<file path="src/rtl/line_buf_scheduler_pkg.sv">
// ---------------------------------------------------------------------------
// line_buf_scheduler_pkg
// Shared types and default constants for the line-buffer scheduler.
//   state_e     : scheduler FSM states
//   buf_sel_e   : which of the two line RAMs is meant
//   rd_kind_e   : how a returning read word is turned into an output word
//   DATA_WIDTH, WIDTH, HALF_HEIGHT : default geometry (pixel bits, pixels per
//   line, lines per field); ADDR_W / CNT_W size the address and pair counter.
// ---------------------------------------------------------------------------
package line_buf_scheduler_pkg;

  localparam int DATA_WIDTH  = 24;
  localparam int WIDTH       = 640;
  localparam int HALF_HEIGHT = 240;
  localparam int ADDR_W      = 10;
  localparam int CNT_W       = 10;
  localparam int SYM_W       = 8;

  typedef enum logic [2:0] {
    S_IDLE,
    S_HDR,
    S_ORIG,
    S_AVER,
    S_TAIL_A,
    S_TAIL_B,
    S_ACK
  } state_e;

  typedef enum logic {
    buff0 = 1'b0,
    buff1 = 1'b1
  } buf_sel_e;

  typedef enum logic [1:0] {
    RK_OLD,
    RK_AVG,
    RK_NEW
  } rd_kind_e;

endpackage

</file>
<file path="src/rtl/line_buf_scheduler_st_skid_buf.sv">
// ---------------------------------------------------------------------------
// st_skid_buf
// Two-entry FIFO in front of the Avalon-ST source. Carries data plus
// start/end-of-packet flags. The producer only pushes when an entry is free
// (it uses 'count' for that), so there is no full/overflow handling here.
//   clock, reset                 : clock, synchronous active-high reset
//   in_valid/in_data/in_sop/in_eop : push side
//   out_valid/out_data/out_sop/out_eop/out_ready : pop side (ready latency 0)
//   count                        : current occupancy 0..2
// Outputs are forced to 0 while empty so they read 0 straight after reset.
// ---------------------------------------------------------------------------
module st_skid_buf #(
  parameter int DATA_WIDTH = 24
) (
  input  logic                  clock,
  input  logic                  reset,
  input  logic                  in_valid,
  input  logic [DATA_WIDTH-1:0] in_data,
  input  logic                  in_sop,
  input  logic                  in_eop,
  output logic                  out_valid,
  output logic [DATA_WIDTH-1:0] out_data,
  output logic                  out_sop,
  output logic                  out_eop,
  input  logic                  out_ready,
  output logic [1:0]            count
);

  logic [DATA_WIDTH+1:0] mem [2];
  logic                  wr_ptr;
  logic                  rd_ptr;
  logic                  pop;
  logic [DATA_WIDTH+1:0] head;

  assign pop       = out_valid & out_ready;
  assign out_valid = (count != 2'd0);
  assign head      = mem[rd_ptr];
  assign out_data  = out_valid ? head[DATA_WIDTH-1:0] : '0;
  assign out_sop   = out_valid & head[DATA_WIDTH+1];
  assign out_eop   = out_valid & head[DATA_WIDTH];

  always_ff @(posedge clock) begin
    if (reset) begin
      count  <= 2'd0;
      wr_ptr <= 1'b0;
      rd_ptr <= 1'b0;
    end else begin
      if (in_valid) wr_ptr <= ~wr_ptr;
      if (pop)      rd_ptr <= ~rd_ptr;
      count <= count + {1'b0, in_valid} - {1'b0, pop};
    end
  end

  always_ff @(posedge clock) begin
    if (in_valid) mem[wr_ptr] <= {in_sop, in_eop, in_data};
  end

endmodule

</file>
<file path="src/rtl/line_buf_scheduler.sv">
// ---------------------------------------------------------------------------
// line_buf_scheduler
// Reads line pairs from two line RAMs and emits a progressive frame on an
// Avalon-ST source: per pair the older line unchanged, then the per-symbol
// average of both lines; the last pair of a field additionally repeats the
// newer line twice. The first pair of a frame is preceded by a header word.
//   clock, reset        : clock, synchronous active-high reset
//   ready_to_continue   : sink has a complete line pair in both buffers
//   aver_sent           : one-cycle pulse, older buffer may be overwritten
//   rd_addr, rd_en0/1   : shared RAM read address and per-RAM strobes
//   q0, q1              : RAM read data, valid one cycle after the strobe
//   dout_*              : Avalon-ST source, ready latency 0
// ---------------------------------------------------------------------------
module line_buf_scheduler
  import line_buf_scheduler_pkg::*;
#(
  parameter int DATA_WIDTH  = line_buf_scheduler_pkg::DATA_WIDTH,
  parameter int WIDTH       = line_buf_scheduler_pkg::WIDTH,
  parameter int HALF_HEIGHT = line_buf_scheduler_pkg::HALF_HEIGHT
) (
  input  logic                  clock,
  input  logic                  reset,
  input  logic                  ready_to_continue,
  output logic                  aver_sent,
  output logic [ADDR_W-1:0]     rd_addr,
  output logic                  rd_en0,
  output logic                  rd_en1,
  input  logic [DATA_WIDTH-1:0] q0,
  input  logic [DATA_WIDTH-1:0] q1,
  output logic [DATA_WIDTH-1:0] dout_data,
  output logic                  dout_valid,
  input  logic                  dout_ready,
  output logic                  dout_startofpacket,
  output logic                  dout_endofpacket
);

  localparam logic [ADDR_W-1:0] LAST_ADDR = ADDR_W'(WIDTH - 1);
  localparam logic [CNT_W-1:0]  LAST_PAIR = CNT_W'(HALF_HEIGHT - 2);

  function automatic logic [DATA_WIDTH-1:0] avg_word(input logic [DATA_WIDTH-1:0] a,
                                                     input logic [DATA_WIDTH-1:0] b);
    logic [SYM_W:0] sum;
    avg_word = '0;
    for (int i = 0; i < DATA_WIDTH / SYM_W; i++) begin
      sum = {1'b0, a[i*SYM_W +: SYM_W]} + {1'b0, b[i*SYM_W +: SYM_W]};
      avg_word[i*SYM_W +: SYM_W] = sum[SYM_W:1];
    end
  endfunction

  state_e          state;
  buf_sel_e        ob;
  logic [CNT_W-1:0] pair_cnt;
  logic            drain;

  logic            rd_vld_p0;
  rd_kind_e        rd_kind_p0;
  buf_sel_e        rd_ob_p0;
  logic            rd_eop_p0;

  logic [1:0]      sk_count;
  logic            pop;
  logic            hdr_push;
  logic [2:0]      occ_next;
  logic            rd_state;
  logic            issue;
  logic            last_addr;
  rd_kind_e        kind;
  buf_sel_e        sel;
  logic [DATA_WIDTH-1:0] old_word;
  logic [DATA_WIDTH-1:0] new_word;
  logic [DATA_WIDTH-1:0] ret_word;
  logic            push_valid;
  logic [DATA_WIDTH-1:0] push_data;

  assign pop       = dout_valid & dout_ready;
  assign last_addr = (rd_addr == LAST_ADDR);
  assign rd_state  = (state inside {S_HDR, S_ORIG, S_AVER, S_TAIL_A, S_TAIL_B}) && !drain;

  // The header only needs a free slot after this cycle's pop.
  assign hdr_push  = (state == S_HDR) && ((sk_count != 2'd2) || pop);

  // Occupancy after this edge; a read issued now lands one edge later, so it
  // is safe only if at least one slot is still free after this edge.
  assign occ_next  = 3'(sk_count) + 3'(rd_vld_p0) + 3'(hdr_push) - 3'(pop);
  assign issue     = !reset && rd_state && ((state != S_HDR) || hdr_push) && (occ_next < 3'd2);

  always_comb begin
    kind = RK_OLD;
    case (state)
      S_AVER:            kind = RK_AVG;
      S_TAIL_A, S_TAIL_B: kind = RK_NEW;
      default:           kind = RK_OLD;
    endcase
  end

  assign sel    = (kind == RK_OLD) ? ob : ((ob == buff0) ? buff1 : buff0);
  assign rd_en0 = issue && ((kind == RK_AVG) || (sel == buff0));
  assign rd_en1 = issue && ((kind == RK_AVG) || (sel == buff1));

  always_ff @(posedge clock) begin
    if (reset) begin
      state     <= S_IDLE;
      ob        <= buff0;
      pair_cnt  <= '0;
      rd_addr   <= '0;
      drain     <= 1'b0;
      rd_vld_p0 <= 1'b0;
      aver_sent <= 1'b0;
    end else begin
      rd_vld_p0 <= issue;
      aver_sent <= 1'b0;
      if (issue) rd_addr <= last_addr ? '0 : rd_addr + 1'b1;
      case (state)
        S_IDLE: begin
          if (ready_to_continue) state <= (pair_cnt == '0) ? S_HDR : S_ORIG;
        end
        S_HDR: begin
          if (hdr_push) state <= S_ORIG;
        end
        S_ORIG: begin
          if (issue && last_addr) state <= S_AVER;
        end
        S_AVER, S_TAIL_B: begin
          // drain holds for the one cycle the last read needs to land.
          if (drain) begin
            drain     <= 1'b0;
            aver_sent <= 1'b1;
            state     <= S_ACK;
          end else if (issue && last_addr) begin
            if (state == S_AVER && pair_cnt == LAST_PAIR) state <= S_TAIL_A;
            else                                          drain <= 1'b1;
          end
        end
        S_TAIL_A: begin
          if (issue && last_addr) state <= S_TAIL_B;
        end
        S_ACK: begin
          ob       <= (ob == buff0) ? buff1 : buff0;
          pair_cnt <= (pair_cnt == LAST_PAIR) ? '0 : pair_cnt + 1'b1;
          state    <= S_IDLE;
        end
        default: state <= S_IDLE;
      endcase
    end
  end

  // ---- stage p0: read tag travels with the outstanding RAM read ----
  always_ff @(posedge clock) begin
    rd_kind_p0 <= kind;
    rd_ob_p0   <= ob;
    rd_eop_p0  <= (state == S_TAIL_B) && last_addr;
  end

  // ---- stage p1: RAM data returns, output word formed and pushed ----
  assign old_word = (rd_ob_p0 == buff0) ? q0 : q1;
  assign new_word = (rd_ob_p0 == buff0) ? q1 : q0;

  always_comb begin
    ret_word = old_word;
    case (rd_kind_p0)
      RK_AVG:  ret_word = avg_word(q0, q1);
      RK_NEW:  ret_word = new_word;
      default: ret_word = old_word;
    endcase
  end

  assign push_valid = rd_vld_p0 | hdr_push;
  assign push_data  = hdr_push ? '0 : ret_word;

  st_skid_buf #(
    .DATA_WIDTH (DATA_WIDTH)
  ) u_skid (
    .clock     (clock),
    .reset     (reset),
    .in_valid  (push_valid),
    .in_data   (push_data),
    .in_sop    (hdr_push),
    .in_eop    (rd_vld_p0 & rd_eop_p0),
    .out_valid (dout_valid),
    .out_data  (dout_data),
    .out_sop   (dout_startofpacket),
    .out_eop   (dout_endofpacket),
    .out_ready (dout_ready),
    .count     (sk_count)
  );

endmodule

</file>
<file path="config.mk">
export PLATFORM = sky130hd
export DESIGN_NAME = line_buf_scheduler
export DESIGN_NICKNAME = d
export VERILOG_FILES = /design/src/rtl/line_buf_scheduler_pkg.sv /design/src/rtl/line_buf_scheduler_st_skid_buf.sv /design/src/rtl/line_buf_scheduler.sv
export SDC_FILE = /design/constraint.sdc
export NUM_CORES = 1
export LEC_CHECK = 0
export ABC_AREA = 1
export CORE_AREA = 2 2 113 115
export DETAILED_ROUTE_END_ITERATION = 6
export DIE_AREA = 0 0 115 117
export MAX_ROUTING_LAYER = met4
export PLACE_DENSITY = 0.77
export SLEW_MARGIN = 40
export SYNTH_ARGS = -nofsm -noshare
export SYNTH_HDL_FRONTEND = slang
export SYNTH_SLANG_ARGS = --single-unit
</file>
<file path="constraint.sdc">
create_clock -name clock -period 3.1 [get_ports clock]
set_clock_uncertainty 0.1 [all_clocks]
set_input_delay 0.465 -clock clock [delete_from_list [all_inputs] [get_ports clock]]
set_output_delay 0.465 -clock clock [all_outputs]
set_load 0.02 [all_outputs]
</file>
-- After elaboration in Yosys (flattened, before gate mapping)
Memories as Yosys holds them, arrays and structs flattened. A register that Yosys moved wholly into a read port is not among the register bits.
Cells that the tools add are included.
- register bits: 35
- bits in latches: 0
- RAM bits: 52
- memory bits (read-only): 0
- bits of input ports: 52
- output and inout bits: 40
- word-level logic and storage cells: 105
- memories: 1
- add/subtract/negate cells: 10
- multiply operators: 0
- divide/modulo/power cells: 0
- magnitude comparators: 1
- equal/unequal tests: 19
- shift-type cells: 0
- muxes and demuxes: 27
- bitwise operators: 9
- reductions and logical operators: 25
- memories (name ; words ; width ; read ports ; clocked after Yosys merged registers in ; write ports ; line ; text):
    u_skid.mem ; 2 ; 26 ; 1 ; 1 ; 1 ; line_buf_scheduler_st_skid_buf.sv:29 ; logic [DATA_WIDTH+1:0] mem [2];
- operators with widths (cell ; count):
    $mux 24 ; 4
    $pmux 24 s2 ; 1
    $add 8x8->9 ; 3
    $mux 3 ; 7
    $add 10x1->10 const B ; 2
    $mux 10 ; 2
    $pmux 3 s5 ; 1
    $eq 10x10->1 const B ; 1
    $eq 10x8->1 const B ; 1
    $logic_and 1x1->1 ; 10
    $logic_not 10->1 ; 1
    $mux 1 ; 10
    $eq 3x3->1 const B ; 3
    $eq 3x2->1 const B ; 2
    $ne 2x2->1 const B ; 3
    $ne 3x3->1 const B ; 2
    $reduce_and 6->1 ; 1
    $reduce_or 2->1 ; 3
    $reduce_bool 5->1 ; 1
    $and 1x1->1 ; 4
    $eq 2x1->1 const B ; 2
    $logic_or 1x1->1 ; 4
    $ne 2x1->1 const B ; 2
    $not 1->1 ; 4
    16 further kinds ; 17

-- Depth between registers and ports, before layout
- depth after elaboration: 12
- depth in mapped cells: 19
- gate-level depth less buffers: 19

-- Cells and area by module
From an unflattened synthesis, not the netlist that was laid out.
- cell total of the unflattened synthesis: 856
- area total of the unflattened synthesis: 6224.7 sq um
- by module, submodules not included (module ; times used ; cells each ; area an instance (sq um) ; sequential area each (sq um)):
    line_buf_scheduler ; 1 ; 683 ; 3915.0 ; 620.6
    st_skid_buf ; 1 ; 173 ; 2309.7 ; 1661.6

-- Least setup slack after synthesis
Ideal clock, no wire load.
- path type: input to output
- start: input port dout_ready
- end: output port rd_en0
- arrival time: 2.957 ns
- required time: 2.535 ns
- path slack: -0.422 ns
- stages on the path: 16
- path buffers: 1
- cell sequence: inv_1 nand3_1 inv_1 nor2_1 inv_1 ha_1 inv_1 ha_1 a21o_1 fa_1 nor3_1 nand2_1 nor2_1 nand2_2 buf_6 a21oi_1
- cells in the longest elaborated chain, start to end: 8
- elaborated cells on any way between the ends: 10
- classes of those cells: add/sub: 2; order compare: 1; bitwise: 1; reduce/logical: 6
- RTL lines (what ; line ; text):
    from (decl) ; line_buf_scheduler.sv:32 ; input logic dout_ready,
    $and 1x1->1 (*) ; line_buf_scheduler.sv:75 ; assign pop = dout_valid & dout_ready;
    $logic_or 1x1->1 ; line_buf_scheduler.sv:80 ; assign hdr_push = (state == S_HDR) && ((sk_count != 2'd2) || pop);
    $logic_and 1x1->1 ; line_buf_scheduler.sv:80 ;
    $add 3x1->3 ; line_buf_scheduler.sv:84 ; assign occ_next = 3'(sk_count) + 3'(rd_vld_p0) + 3'(hdr_push) - 3'(pop);
    $sub 3x1->3 ; line_buf_scheduler.sv:84 ;
    $lt 3x2->1 ; line_buf_scheduler.sv:85 ; assign issue = !reset && rd_state && ((state != S_HDR) || hdr_push) && (occ_next < 3'd2);
    $logic_and 1x1->1 (*) ; line_buf_scheduler.sv:85 ;
    $logic_and 1x1->1 (*) ; line_buf_scheduler.sv:97 ; assign rd_en0 = issue && ((kind == RK_AVG) || (sel == buff0));
    to (decl) ; line_buf_scheduler.sv:26 ; output logic rd_en0,
Every way passes the cells marked *; elsewhere a longest branch is shown, timed or not.

-- Final worst setup path
- start: register u_skid.count[1]
- end: output port rd_en0
- cells in the longest elaborated chain, start to end: 9
- elaborated cells on any way between the ends: 13
- classes of those cells: add/sub: 3; order compare: 1; eq/ne: 1; bitwise: 1; reduce/logical: 7
- RTL lines (what ; line ; text):
    from (decl) ; line_buf_scheduler_st_skid_buf.sv:26 ; output logic [1:0] count
    from (signal assigned) ; line_buf_scheduler_st_skid_buf.sv:50 ; count <= count + {1'b0, in_valid} - {1'b0, pop};
    $reduce_bool 2->1 (*) ; line_buf_scheduler_st_skid_buf.sv:36 ; assign out_valid = (count != 2'd0);
    $and 1x1->1 (*) ; line_buf_scheduler.sv:75 ;
    via pop ; line_buf_scheduler.sv:61 ; logic pop;
    $logic_or 1x1->1 ; line_buf_scheduler.sv:80 ;
    $logic_and 1x1->1 ; line_buf_scheduler.sv:80 ;
    $add 3x1->3 ; line_buf_scheduler.sv:84 ;
    $sub 3x1->3 ; line_buf_scheduler.sv:84 ;
    $lt 3x2->1 ; line_buf_scheduler.sv:85 ;
    $logic_and 1x1->1 (*) ; line_buf_scheduler.sv:85 ;
    $logic_and 1x1->1 (*) ; line_buf_scheduler.sv:97 ;
Mark *: on every way through the listed nets, which the timed path passes. The rest lies on a longest branch.

==> flow_summary.yaml <==
status:
  outcome: "finished, violations left"
  violations: "negative setup slack"
placed_design:
  numPortBuffers: 91
  placed_cells: 1095
  hpwl_um: 11000
  dpl_cell_area_um2: 7330
  routabilityCongestion: 0.907
grt:
  track_usage_pct: 23.5
  antenna_found_initial: 0
  grt_max_degree: 49
  grt_first_pass_wirelength_um: 24400
  grt_pass1_vias: 5182
  overflow: 0
detailed_routing:
  dr.pass1.iters: 5
  wl_met2_um: 6930
  drc: 0
  route.met3.wl_um: 806
  drtIter0Drc: 455
  top_layer_used: "met4"
  wl_met1_um: 7130
  avgRoutedWirePerCell_um: 13.4
  post_drt_via_cell_ratio: 5.32
  vias: 5967
  routed_wl_um: 15100
  drtAntennaViolNets: 0
power:
  p_clk_share_pct: 18.3
  power_leakage_nw: 3.37
  p_per_area_nw_per_um2: 746
  p_sw_share_pct: 39.9
  net-switching-power_mw: 2.32
  total_power_mw: 5.81
  p_int_mw: 3.49
  combPwrFrac_pct: 51.9
  vdd_drop_max_uv: 340
  seqPwrFrac_pct: 29.8
critical_path:
  critical_path.slowest_cell: "fa_1"
  crit_path_max_fanout: 3
  setup.worst_path.start_class: "register"
  path_cells: "buf_6 -> nor2_4 -> nor2_4 -> ha_4 -> inv_2 -> ha_4 -> a21o_1 -> fa_1 -> xor2_1 -> nand2_1 -> nor2_2 -> nand2_2 -> a21oi_4 -> buf_6"
  cp.arrival_ps: 2850
  path_buf_inv: 3
  crit_family: "adder cells"
  crit_type: "reg -> out"
  cpPeakStageDelay_ps: 380
  cp_data_required_time_ps: 2530
  r2r_setup_slack_ps: -170
  worst_setup_path_end_kind: "primary output"
final_layout:
  stdcell_count: 1121
  nNetsFinal: 1053
  final_layout_size_suffix_gt1_share_pct: 10.6
  final_cell_mix: "nand2_1 (219), a21oi_1 (119), inv_1 (108), clkdlybuf4s50_1 (88), o21ai_0 (72)"
  diodes: 0
  final_common_cell: "nand2_1"
  stdcell_area_um2: 7780
  syn2layout_area_growth_pct: 29.5
cts:
  clock_path_buffers: 2
  clock_sinks: 88
  clk_latency_ps: 340
  cts-root-buf: "clkbuf_16"
  cts_buffers: 9
  clkTransAtPathRegs_ps: 60
  tritoncts: "yes"
  htreeDepth: 3
synth:
  synth_flop_cell: "edfxtp_1"
  synth_top_area_share_pct: 26.0
  ys_types: 39
  ys_seq_area_share_pct: 38.0
  syn_nets: 937
  synth_top_area_cell: "edfxtp_1"
  synth_async_sr_flop_share_pct: 0
  ys_ff_latch: 88
  synth_warnings: 0
  syn_area_um2: 6010
  yosys-top-cells-area: "edfxtp_1 (26%), nand2_1 (14%), dfxtp_1 (12%), a21oi_1 (10%), inv_1 (7.2%)"
  syn_area_per_cell_um2: 7.07
  synth_edf_count: 52
  synth_cells: 850
timing:
  hold_viol_final: 0
  setup_tns_ps: -1820
  maxSlewHeadroom_pct: 49.7
  fmax_mhz: 293
  grt_setup_unrepaired: "yes"
  post-route-period-util_pct: 110
  fin_crit_ps: 3420
  fin_ws_ps: -317
  maxSlewViolCount: 0
  setup_violations: 10
  worst_pin_slew_ps: 753
floorplanning:
  coreArea_um2: 12300
  rows: 41
  fp.dieW_um: 115
  die_y_um: 117
  ios: 92
  initial_core_util_pct: 48.8
  die-area_um2: 13500
min_path:
  hp-class: "reg -> reg"
run:
  drv_cap: 0
==> layout make-up <==
type / instances / area [µm²]
Clock buffer: 10 / 229
Clock inverter: 6 / 70.1
Multi-Input combinational cell: 612 / 3270
Sequential cell: 88 / 2290
Tap cell: 150 / 188
Timing Repair Buffer: 135 / 1270
Inverter: 120 / 470
Fill cell: 1057 / 4530
==> worst reg2reg max path, stage by stage (launching register included) <==
cell      delay [ps]
dfxtp_4          360
buf_6            120
nor2_4           130
nor2_4            60
ha_4             250
inv_2             30
ha_4             200
a21o_1           190
fa_1             380
xor2_1           200
nand2_1          100
nor2_2           120
buf_4            120
buf_4             90
buf_4             90
buf_4             90
buf_4            100
nand3_2          110
nand2_4          110
nand3b_1          80
nand2_1           80
nor2_1            40
==> per-stage QoR <==
step,hold slack [ps],setup slack (ps),util (%)
detailed placement,296,-1310,59.5
global placement,291,-1240,59.5
CTS,309,-278,62.7
floorplan,273,-154,-
finish,302,-317,63.2
global route,325,-408,63.2
==> Yosys cell counts (4+ instances only) <==
master / number
a21oi_1: 120
o21ai_0: 73
clkbuf_1: 20
a31oi_1: 6
inv_1: 115
nor2_1: 49
nand2_1: 220
xnor2_1: 4
edfxtp_1: 52
dfxtp_1: 36
nand3_1: 50
nand4_1: 16
fa_1: 4
ha_1: 31
buf_2: 5
nor3_1: 8
==> cell families after synthesis <==
logic type / synth area share [%]
buf+inv: 9.70
simple gates: 25.3
compound gates: 18.3
fa+ha+maj: 7.79
flops: 38.0
xor+xnor: 1.02
==> routing by layer <==
metal	track usage (%)	up-vias
met5	-	-
met4	6.75	0
met3	2.32	18
met2	36.9	185
met1	32.8	2686
li1	-	3078
==> path summary, 6_finish.rpt <==
check / from / end / depth (start not counted)
worst min-delay path: ob / rd_ob_p0 / 0
worst max register to register: u_skid.count[1] / state[0] / 21
worst max-delay path: u_skid.count[1] / rd_en0 / 14
worst min register to register: ob / rd_ob_p0 / 0
==> repair_timing <==
| action | in CTS | in global routing |
|---|---|---|
| hold buffers | 0 | 0 |
| gates resized for setup | 29 | 10 |
| pin swaps | 12 | 4 |
| endpoints found under the setup margin | 17 | 15 |
| setup buffers | 6 | 4 |
==> power by group through the flow <==
stage               clock network [mW]  logic (mW)  registers (mW)
finish                            1.06        3.01            1.73
global route                      1.13        3.30            1.75
CTS                               1.08        2.89            1.73
detailed placement                   0        2.76            1.75
global placement                     0        2.73            1.74
floorplan                            0        1.66            1.77
==> state kept, by name, summed over array words and instances, names as in the netlist, 2 cells and up, named ones only <==
| name | flops |
|---|---|
| pair_cnt | 10 |
| rd_addr | 10 |
| rd_kind_p0 | 2 |
| state | 3 |
| u_skid.count | 2 |
| u_skid.mem | 52 |
Power figures use the tool's default switching activity.
